--- src/rtl/bin_bcd.sv ---
// -----------------------------------------------------------------------------
// bin_bcd -- sequential binary-to-BCD converter (shift-and-add-3 / double-dabble)
//
// Converts a BIN_W-bit binary operand into DIGITS packed BCD digits for the
// 7-segment display path. One binary bit is consumed per clock, so a
// conversion takes BIN_W shift cycles. A one-cycle DONE state follows, and in
// that cycle the result registers update and done pulses.
//
// Ports:
//   clk       in   1          system clock, rising edge
//   rst_n     in   1          asynchronous reset, active low
//   start     in   1          conversion request, honoured only when busy==0
//   bin       in   BIN_W      binary operand, captured on an accepted start
//   bcd       out  4*DIGITS   packed BCD result, digit 0 in [3:0], registered
//   busy      out  1          high while shifting
//   done      out  1          one-cycle pulse; bcd/overflow updated this cycle
//   overflow  out  1          last operand >= 10^DIGITS, registered with bcd
//
// Configuration macro:
//   BIN_BCD_SATURATE_EN  defined   -> an overflowing operand loads all-9s
//                        undefined -> an overflowing operand loads the low
//                                     DIGITS digits of the true value
// -----------------------------------------------------------------------------
module bin_bcd #(
  parameter int BIN_W  = 14,
  parameter int DIGITS = 4
) (
  input  logic                  clk,
  input  logic                  rst_n,
  input  logic                  start,
  input  logic [BIN_W-1:0]      bin,
  output logic [4*DIGITS-1:0]   bcd,
  output logic                  busy,
  output logic                  done,
  output logic                  overflow
);

  // One guard digit above the output digits catches every carry. It covers
  // 2^BIN_W-1 as long as that value has at most DIGITS+1 decimal digits.
  localparam int ACC_D = DIGITS + 1;
  localparam int ACC_W = 4 * ACC_D;
  localparam int CNT_W = $clog2(BIN_W + 1);

  typedef enum logic [1:0] {
    ST_IDLE  = 2'd0,
    ST_SHIFT = 2'd1,
    ST_DONE  = 2'd2
  } state_e;

  state_e               state_q,    state_d;
  logic [BIN_W-1:0]     shift_q,    shift_d;
  logic [ACC_W-1:0]     acc_q,      acc_d;
  logic [CNT_W-1:0]     cnt_q,      cnt_d;
  logic [4*DIGITS-1:0]  bcd_q,      bcd_d;
  logic                 busy_q,     busy_d;
  logic                 done_q,     done_d;
  logic                 overflow_q, overflow_d;

  // Datapath for one double-dabble step.
  logic [ACC_W-1:0]       acc_adj;
  logic [ACC_W+BIN_W-1:0] cat_shifted;
  logic [ACC_W-1:0]       acc_next;
  logic [BIN_W-1:0]       shift_next;
  logic                   ovf_next;

  // NOTE: every signal assigned in this block gets a default first, so no
  // path through the case statement can leave one unassigned and infer a latch.
  always_comb begin
    // Add 3 to any digit >= 5 so that the following doubling carries into
    // the next digit exactly when the decimal digit would exceed 9.
    acc_adj = acc_q;
    for (int i = 0; i < ACC_D; i++) begin
      if (acc_q[4*i +: 4] >= 4'd5) begin
        acc_adj[4*i +: 4] = acc_q[4*i +: 4] + 4'd3;
      end
    end
    cat_shifted = {acc_adj, shift_q} << 1;
    acc_next    = cat_shifted[ACC_W+BIN_W-1:BIN_W];
    shift_next  = cat_shifted[BIN_W-1:0];
    ovf_next    = |acc_next[ACC_W-1:4*DIGITS];

    state_d    = state_q;
    shift_d    = shift_q;
    acc_d      = acc_q;
    cnt_d      = cnt_q;
    bcd_d      = bcd_q;
    busy_d     = busy_q;
    done_d     = 1'b0;
    overflow_d = overflow_q;

    case (state_q)
      // DONE accepts a new start exactly like IDLE, giving back-to-back
      // conversions at one per BIN_W+1 cycles.
      ST_IDLE, ST_DONE: begin
        if (start) begin
          shift_d = bin;
          acc_d   = '0;
          cnt_d   = CNT_W'(BIN_W);
          busy_d  = 1'b1;
          state_d = ST_SHIFT;
        end else begin
          busy_d  = 1'b0;
          state_d = ST_IDLE;
        end
      end

      ST_SHIFT: begin
        acc_d   = acc_next;
        shift_d = shift_next;
        cnt_d   = cnt_q - 1'b1;
        if (cnt_q == CNT_W'(1)) begin
          // Last bit: results load on the same edge that enters DONE, so
          // they are already valid while done is high.
          state_d    = ST_DONE;
          busy_d     = 1'b0;
          done_d     = 1'b1;
          overflow_d = ovf_next;
`ifdef BIN_BCD_SATURATE_EN
          bcd_d      = ovf_next ? {DIGITS{4'h9}} : acc_next[4*DIGITS-1:0];
`else
          bcd_d      = acc_next[4*DIGITS-1:0];
`endif
        end
      end

      default: begin
        busy_d  = 1'b0;
        state_d = ST_IDLE;
      end
    endcase
  end

  // NOTE: sequential state uses non-blocking assignments so every flop samples
  // its _d value from before the edge, independent of statement order.
  always_ff @(posedge clk or negedge rst_n) begin
    if (!rst_n) begin
      state_q    <= ST_IDLE;
      shift_q    <= '0;
      acc_q      <= '0;
      cnt_q      <= '0;
      bcd_q      <= '0;
      busy_q     <= 1'b0;
      done_q     <= 1'b0;
      overflow_q <= 1'b0;
    end else begin
      state_q    <= state_d;
      shift_q    <= shift_d;
      acc_q      <= acc_d;
      cnt_q      <= cnt_d;
      bcd_q      <= bcd_d;
      busy_q     <= busy_d;
      done_q     <= done_d;
      overflow_q <= overflow_d;
    end
  end

  assign bcd      = bcd_q;
  assign busy     = busy_q;
  assign done     = done_q;
  assign overflow = overflow_q;

endmodule

--- config.mk ---
export PLATFORM = sky130hd
export DESIGN_NAME = bin_bcd
export DESIGN_NICKNAME = d
export VERILOG_FILES = /design/src/rtl/bin_bcd.sv
export SDC_FILE = /design/constraint.sdc
export NUM_CORES = 1
export LEC_CHECK = 0
export ABC_AREA = 1
export CAP_MARGIN = 10
export CORE_AREA = 2 2 143 75
export CTS_CLUSTER_SIZE = 20
export DETAILED_ROUTE_END_ITERATION = 7
export DIE_AREA = 0 0 145 77
export HOLD_SLACK_MARGIN = 0.03
export SYNTH_ARGS = -nofsm -noshare
export SYNTH_HDL_FRONTEND = slang
export SYNTH_SLANG_ARGS = --single-unit
--- constraint.sdc ---
create_clock -name clk -period 1.3 [get_ports clk]
set_input_delay 0.26 -clock clk [delete_from_list [all_inputs] [get_ports clk]]
set_output_delay 0.26 -clock clk [all_outputs]
set_load 0.05 [all_outputs]
==> summary.md, run 1 <==
| Metric | Value |
|---|---|
| CP startpoint kind | flop |
| Num CTS Buffers | 9 |
| Placer Congestion | 0.784 |
| Per-cell routed wire length | 13.8 µm |
| Global Route Usage Sum | 0.137 |
| Core footprint | 9920 µm² |
| Placed insts | 517 |
| Status | finished with violations |
| Design Area, Final | 4660 µm² |
| Seq/Total Area, Yosys | 0.506 |
| Worst slew margin | 0.776 |
| Static Leak | 2.11 nW |
| Comb pwr share | 0.605 |
| H-tree Lvls | 3 |
| Least-Margin Pin Slew | 0.336 ns |
| Clock period minus worst slack | 1.35 ns |
| Remaining DRCs | 0 |
| Starting Density | 0.294 |
| Failing checks | negative setup slack |
| CTS tree | built |
| Post-synthesis async set-or-reset flop share | 1.00 |
| Area after DPL | 3940 µm² |
| Most common flop cell mapped by yosys | dfrtp_1 |
| Sequential share of power | 0.242 |
| HPWL after DPL | 4790 µm |
| Routed wire length | 7370 µm |
| Achievable frequency | 743 MHz |
| Initial antenna violation count | 0 |
| Largest stage delay, worst path | 0.39 ns |
| Unrepaired setup endpoints after global routing | true |
| Final hold slack | 0.473 ns |
| Hold Fails Final Rpt | 0 |
| Post-route ant nets | 0 |
| Synth area leader | dfrtp_1 |
| Site Rows | 26 |
| Synth Instances | 310 |
| Crit path cell chain | inv_2 > ha_4 > nor2_1 > inv_1 > nand2_4 > o21ai_2 > buf_6 > o22ai_2 |
| Switching Fraction | 0.431 |
| Maximum VDD drop | 0.00118 V |
| Clock slew at reported path FFs | 0.05 ns |
| Worst reg2reg setup slack | -0.05 ns |
| DR vias/cell | 4.44 |
| Top cells by area, synth | dfrtp_1 (51%), nand2_1 (9.9%), ha_1 (5.1%) |
| CP endpoint kind | flop |
| Syn nets | 339 |
| P_sw | 6.09 mW |
| Total power | 14.1 mW |
| Mapped Area | 2920 µm² |
| Reg2reg path depth | 8 |
| Number of synthesized flops with an enable pin | 0 |
| Final nets | 422 |
| Req. time, crit path | 1.50 ns |
| Yosys reg bits | 59 |
| Pin count of the biggest net entering global routing | 60 |
| GRT Residual Overflow | 0 |
| Yosys Warn Count | 0 |
| Worst Setup Slack post-DPL | -0.148 ns |
| Max-cap violations | 0 |
| Commonest cells post-synth | nand2_1 (77), dfrtp_1 (59), inv_1 (35) |
| Area grow syn2layout | 59.6% |
| Final Skew | 0.00675 ns |
| Die Y | 77 µm |
| Crit path max-delay cell type | dfrtp_1 |
| DIE AREA | 11,200 µm² |
| Iteration-0 DRC Markers | 120 |
| Syn_area_per_cell | 9.42 µm² |
| Count leader, synth | nand2_1 |
| Final Cycle Share | 1.03 |
| WS Path Type | reg2reg |
| Layout cells sized above 1 | 0.467 |
| Clk buf depth | 2 |
| CP Max Fanout | 4 |
| Final non-filler cell total | 536 |
| Vias | 2,381 |
| Int Pwr | 8.03 mW |
| DR pass1 iterations | 4 |
| Reg2reg end | acc_q[10] |
| Clk pwr share | 0.153 |
| First-pass GRT wire length | 12,000 µm |
| Final setup fails | 4 |
| # IOs | 36 |
| Die X | 145 µm |
| Final max-slew violation count | 0 |
| Clock Root Buffer | clkbuf_16 |
| Worst-skew pair later-pin latency | 0.33 ns |
| Clock Sinks | 59 |
| Synth top area share | 0.506 |
| Port bufs | 35 |
| Pwr Density | 3030 nW/µm² |
| Fillers | 932 |
| Antenna diodes | 0 |
| Final WS setup | -0.0451 ns |
| Reg2Reg Launch Point | acc_q[9] |
| Critical Path AT | 1.55 ns |
| Number of global-route vias before repair | 2,415 |
| Unique masters post-synth | 32 |
| Hold Crit Class | in2async |
## placed cells by master (no fill, tap or decap), types with 15 or more instances in the layout
master	count
dfrtp_1	58
nand2_1	57
buf_4	37
buf_12	24
inv_1	22
inv_2	19
o21ai_1	17
nand3_1	17
nand2_2	15
clkdlybuf4s50_1	15
## cells by family (layout without fill, tap and decap cells)
group,count (synthesis),count (layout),synth area share
flops,59,59,0.506
fa+ha+maj,12,12,0.0514
xor+xnor,7,7,0.0210
compound gates,63,63,0.170
simple gates,113,113,0.166
buf+inv,56,142,0.0862
## metrics by stage
stage | TNS, ns | util
floorplan | 0 | -
global placement | -3.36 | 0.397
detailed placement | -4.11 | 0.397
CTS | -0.150 | 0.435
global route | -0.776 | 0.470
finish | -0.118 | 0.470
## critical path, delay by kind of cell, from the launching register on
| family | cells | cell delay [ns] |
|---|---|---|
| flops | 1 | 0.39 |
| buf+inv | 3 | 0.34 |
| compound gates | 2 | 0.20 |
| fa+ha+maj | 1 | 0.14 |
| simple gates | 2 | 0.13 |
## flip-flops by register name, summed over array words and instances, names as in the netlist
name and cells:
state_q 2, bcd 16, overflow 1, acc_q 20, shift_q 14, done 1
busy 1, cnt_q 4
## power by group through the flow
stage          logic [mW]  registers, mW  clock network (mW)
2_1_floorplan        3.22           4.06                   0
3_3_place_gp         6.92           3.32                   0
3_5_place_dp         7.07           3.32                   0
4_1_cts              7.38           3.33                2.22
5_1_grt              9.20           3.53                2.30
6_report             8.54           3.42                2.16
## timing repair
| action | 4_1_cts | 5_1_grt |
|---|---|---|
| resized for setup | 22 | 81 |
| setup buffers | 2 | 2 |
| hold buffers | 1 | 0 |
| endpoints found under the hold margin | 59 | 0 |
| pin swaps | 7 | 24 |
| endpoints found under the setup margin | 36 | 40 |
| gates cloned | 0 | 1 |
## per-layer routing
metal	vias to the layer above	wire length, µm	share of wire	GRT usage
li1	1193	-	-	-
met1	1134	3770	0.51	0.191
met2	46	3180	0.43	0.191
met3	8	329	0.045	0.0530
met4	0	94	0.013	0.0485
met5	-	0	0	0
## worst max-delay path by stage
stage          startpoint  slack, ns  cells past startpoint          end
4_1_cts          acc_q[9]      -0.06                      8     acc_q[9]
2_1_floorplan    acc_q[8]       0.01                      5    acc_q[10]
6_report         acc_q[9]      -0.05                      8    acc_q[10]
5_1_grt          acc_q[9]      -0.12                      8    acc_q[10]
3_3_place_gp        start      -0.10                      5  shift_q[13]
3_5_place_dp        start      -0.15                      5   shift_q[6]
## cell type report
cell class	instances	area, µm²	area share
clock buffer	11	253	0.0542
multi-input combinational	195	1570	0.336
timing repair buffer	83	993	0.213
inverter	45	180	0.0387
sequential	59	1480	0.317
clock inverter	3	15.0	0.00322
tap	140	175	0.0376
(Power assumes the default switching activity.)
==> run 2: changes to the inputs <==
--- a/constraint.sdc
+++ b/constraint.sdc
@@ -3,2 +3,2 @@
 set_output_delay 0.26 -clock clk [all_outputs]
-set_load 0.05 [all_outputs]
+set_load 0.1 [all_outputs]
==> results of run 2 <==
Same layout as run 1 (identical final DEF). Status: finished with violations: negative setup slack.
Power of run 2 is not shown: default switching activity piles up to over one toggle a cycle in this logic, so the estimate is an artifact.
==> run 3: changes to the inputs <==
Settings changed: CTS_CLUSTER_SIZE 20 to 30, SETUP_SLACK_MARGIN from default to 0.05.
==> summary.md, run 3 (synthesis gave the netlist of run 1 again) <==
| Metric | Value |
|---|---|
| Least-Margin Pin Slew | 0.427 ns |
| GRT Residual Overflow | 0 |
| Final setup fails | 2 |
| Final max-slew violation count | 0 |
| Port bufs | 35 |
| Worst slew margin | 0.716 |
| Clock Root Buffer | clkbuf_16 |
| Req. time, crit path | 1.51 ns |
| # IOs | 36 |
| Achievable frequency | 752 MHz |
| Hold Fails Final Rpt | 0 |
| Critical Path AT | 1.54 ns |
| Levels on crit path | 9 |
| Reg2reg path depth | 9 |
| Final non-filler cell total | 538 |
| DR vias/cell | 4.51 |
| Commonest non-fill, non-tap cells in the layout | dfrtp_1 (55), nand2_1 (44), buf_4 (35), inv_1 (25), buf_12 (24) |
| Antenna diodes | 0 |
| Remaining DRCs | 0 |
| Crit path cell chain | inv_1 > ha_2 > nor2_2 > inv_2 > nand2_4 > nand2_1 > o21ai_1 > buf_4 > o22ai_2 |
| CTS tree | built |
| Site Rows | 26 |
| Post-route ant nets | 0 |
| DIE AREA | 11,200 µm² |
| Area grow syn2layout | 62.6% |
| Final Cycle Share | 1.02 |
| Vias | 2,424 |
| Global Route Usage Sum | 0.142 |
| Final WS setup | -0.0306 ns |
| Number of global-route vias before repair | 2,479 |
| Leading cell type in the layout, fill and taps excluded | dfrtp_1 |
| Clock period minus worst slack | 1.33 ns |
| Initial antenna violation count | 0 |
| Hold Crit Class | in2async |
| Die X | 145 µm |
| Failing checks | negative setup slack |
| Pin count of the biggest net entering global routing | 27 |
| Final Skew | 0.00670 ns |
| CP endpoint kind | flop |
| Max reg flops | 20 |
| First-pass GRT wire length | 12,500 µm |
| Largest stage delay, worst path | 0.39 ns |
| Met1 Use GR | 0.199 |
| Crit path max-delay cell type | dfrtp_1 |
| Starting Density | 0.294 |
| Clock Sinks | 59 |
| Die Y | 77 µm |
| Worst-skew pair later-pin latency | 0.33 ns |
| Post-layout util | 0.478 |
| Largest register by flop count | acc_q |
| Critical path origin | acc_q[8] |
| Clock slew at reported path FFs | 0.05 ns |
| Critical path's top delay family | flip-flops |
| Iteration-0 DRC Markers | 185 |
| Placer Congestion | 0.718 |
| Per-cell routed wire length | 14.2 µm |
| Met2 Usage GRT | 0.202 |
| Status | finished with violations |
| Max-cap violations | 0 |
| HPWL after DPL | 5140 µm |
| DR pass1 iterations | 4 |
| H-tree Lvls | 3 |
| WS Path Type | reg2reg |
| Routed wire length | 7650 µm |
| Top Usage Layer GRT | met2 |
| Final nets | 422 |
| Fillers | 907 |
| Buf+Inv Stages, Crit Path | 3 |
| CP startpoint kind | flop |
| Reg2Reg Launch Point | acc_q[8] |
| Num CTS Buffers | 9 |
| M3 GR Usage | 0.0506 |
| Clk buf depth | 2 |
| Layout cells sized above 1 | 0.510 |
| Unrepaired setup endpoints after global routing | true |
| Placed insts | 510 |
| Core footprint | 9920 µm² |
| CP Max Fanout | 4 |
==> run 3: path summary, 6_finish.rpt <==
path | end | slack, ns
setup / recovery | acc_q[10] | -0.03
hold / removal | bcd[9] | 0.40
setup reg to reg | acc_q[10] | -0.03
hold reg to reg | shift_q[12] | 0.49
max in group asynchronous | bcd[7] | 0.40
min in group clk | shift_q[12] | 0.49
==> run 3: final cells by class <==
| class | count | area (µm²) | area share |
|---|---|---|---|
| inverter | 45 | 178 | 0.0374 |
| clock buffer | 11 | 253 | 0.0532 |
| timing repair buffer | 83 | 1000 | 0.212 |
| tap | 140 | 175 | 0.0369 |
| multi-input combinational | 195 | 1630 | 0.343 |
| clock inverter | 5 | 27.5 | 0.00580 |
| sequential | 59 | 1480 | 0.312 |
==> run 3: layer usage <==
metal	vias to the layer above	part of all wire
li1	1184	-
met1	1192	0.50
met2	41	0.45
met3	7	0.041
met4	0	0.0086
met5	-	0
==> run 3: what timing repair did <==
action / in CTS / in global routing
endpoints found under the setup margin: 32 / 46
hold endpoints to repair: 14 / 0
gates cloned: 0 / 2
setup buffers: 2 / 8
hold buffers: 1 / 0
pin swaps: 28 / 26
gates resized for setup: 50 / 79
==> run 3: stage by stage <==
stage / hold WS (ns) / cell area [µm²] / setup TNS [ns] / worst slack (ns)
after detailed placement: 0.220 / 3870 / -3.92 / -0.150
after floorplan: -0.0356 / 2930 / 0 / 0.0456
after global routing: 0.428 / 4750 / -1.42 / -0.115
after CTS: 0.422 / 4360 / -0.0590 / -0.0254
final: 0.402 / 4750 / -0.0463 / -0.0306
after global placement: 0.220 / 3870 / -2.82 / -0.0995
Power of run 3 is left out for the same reason.
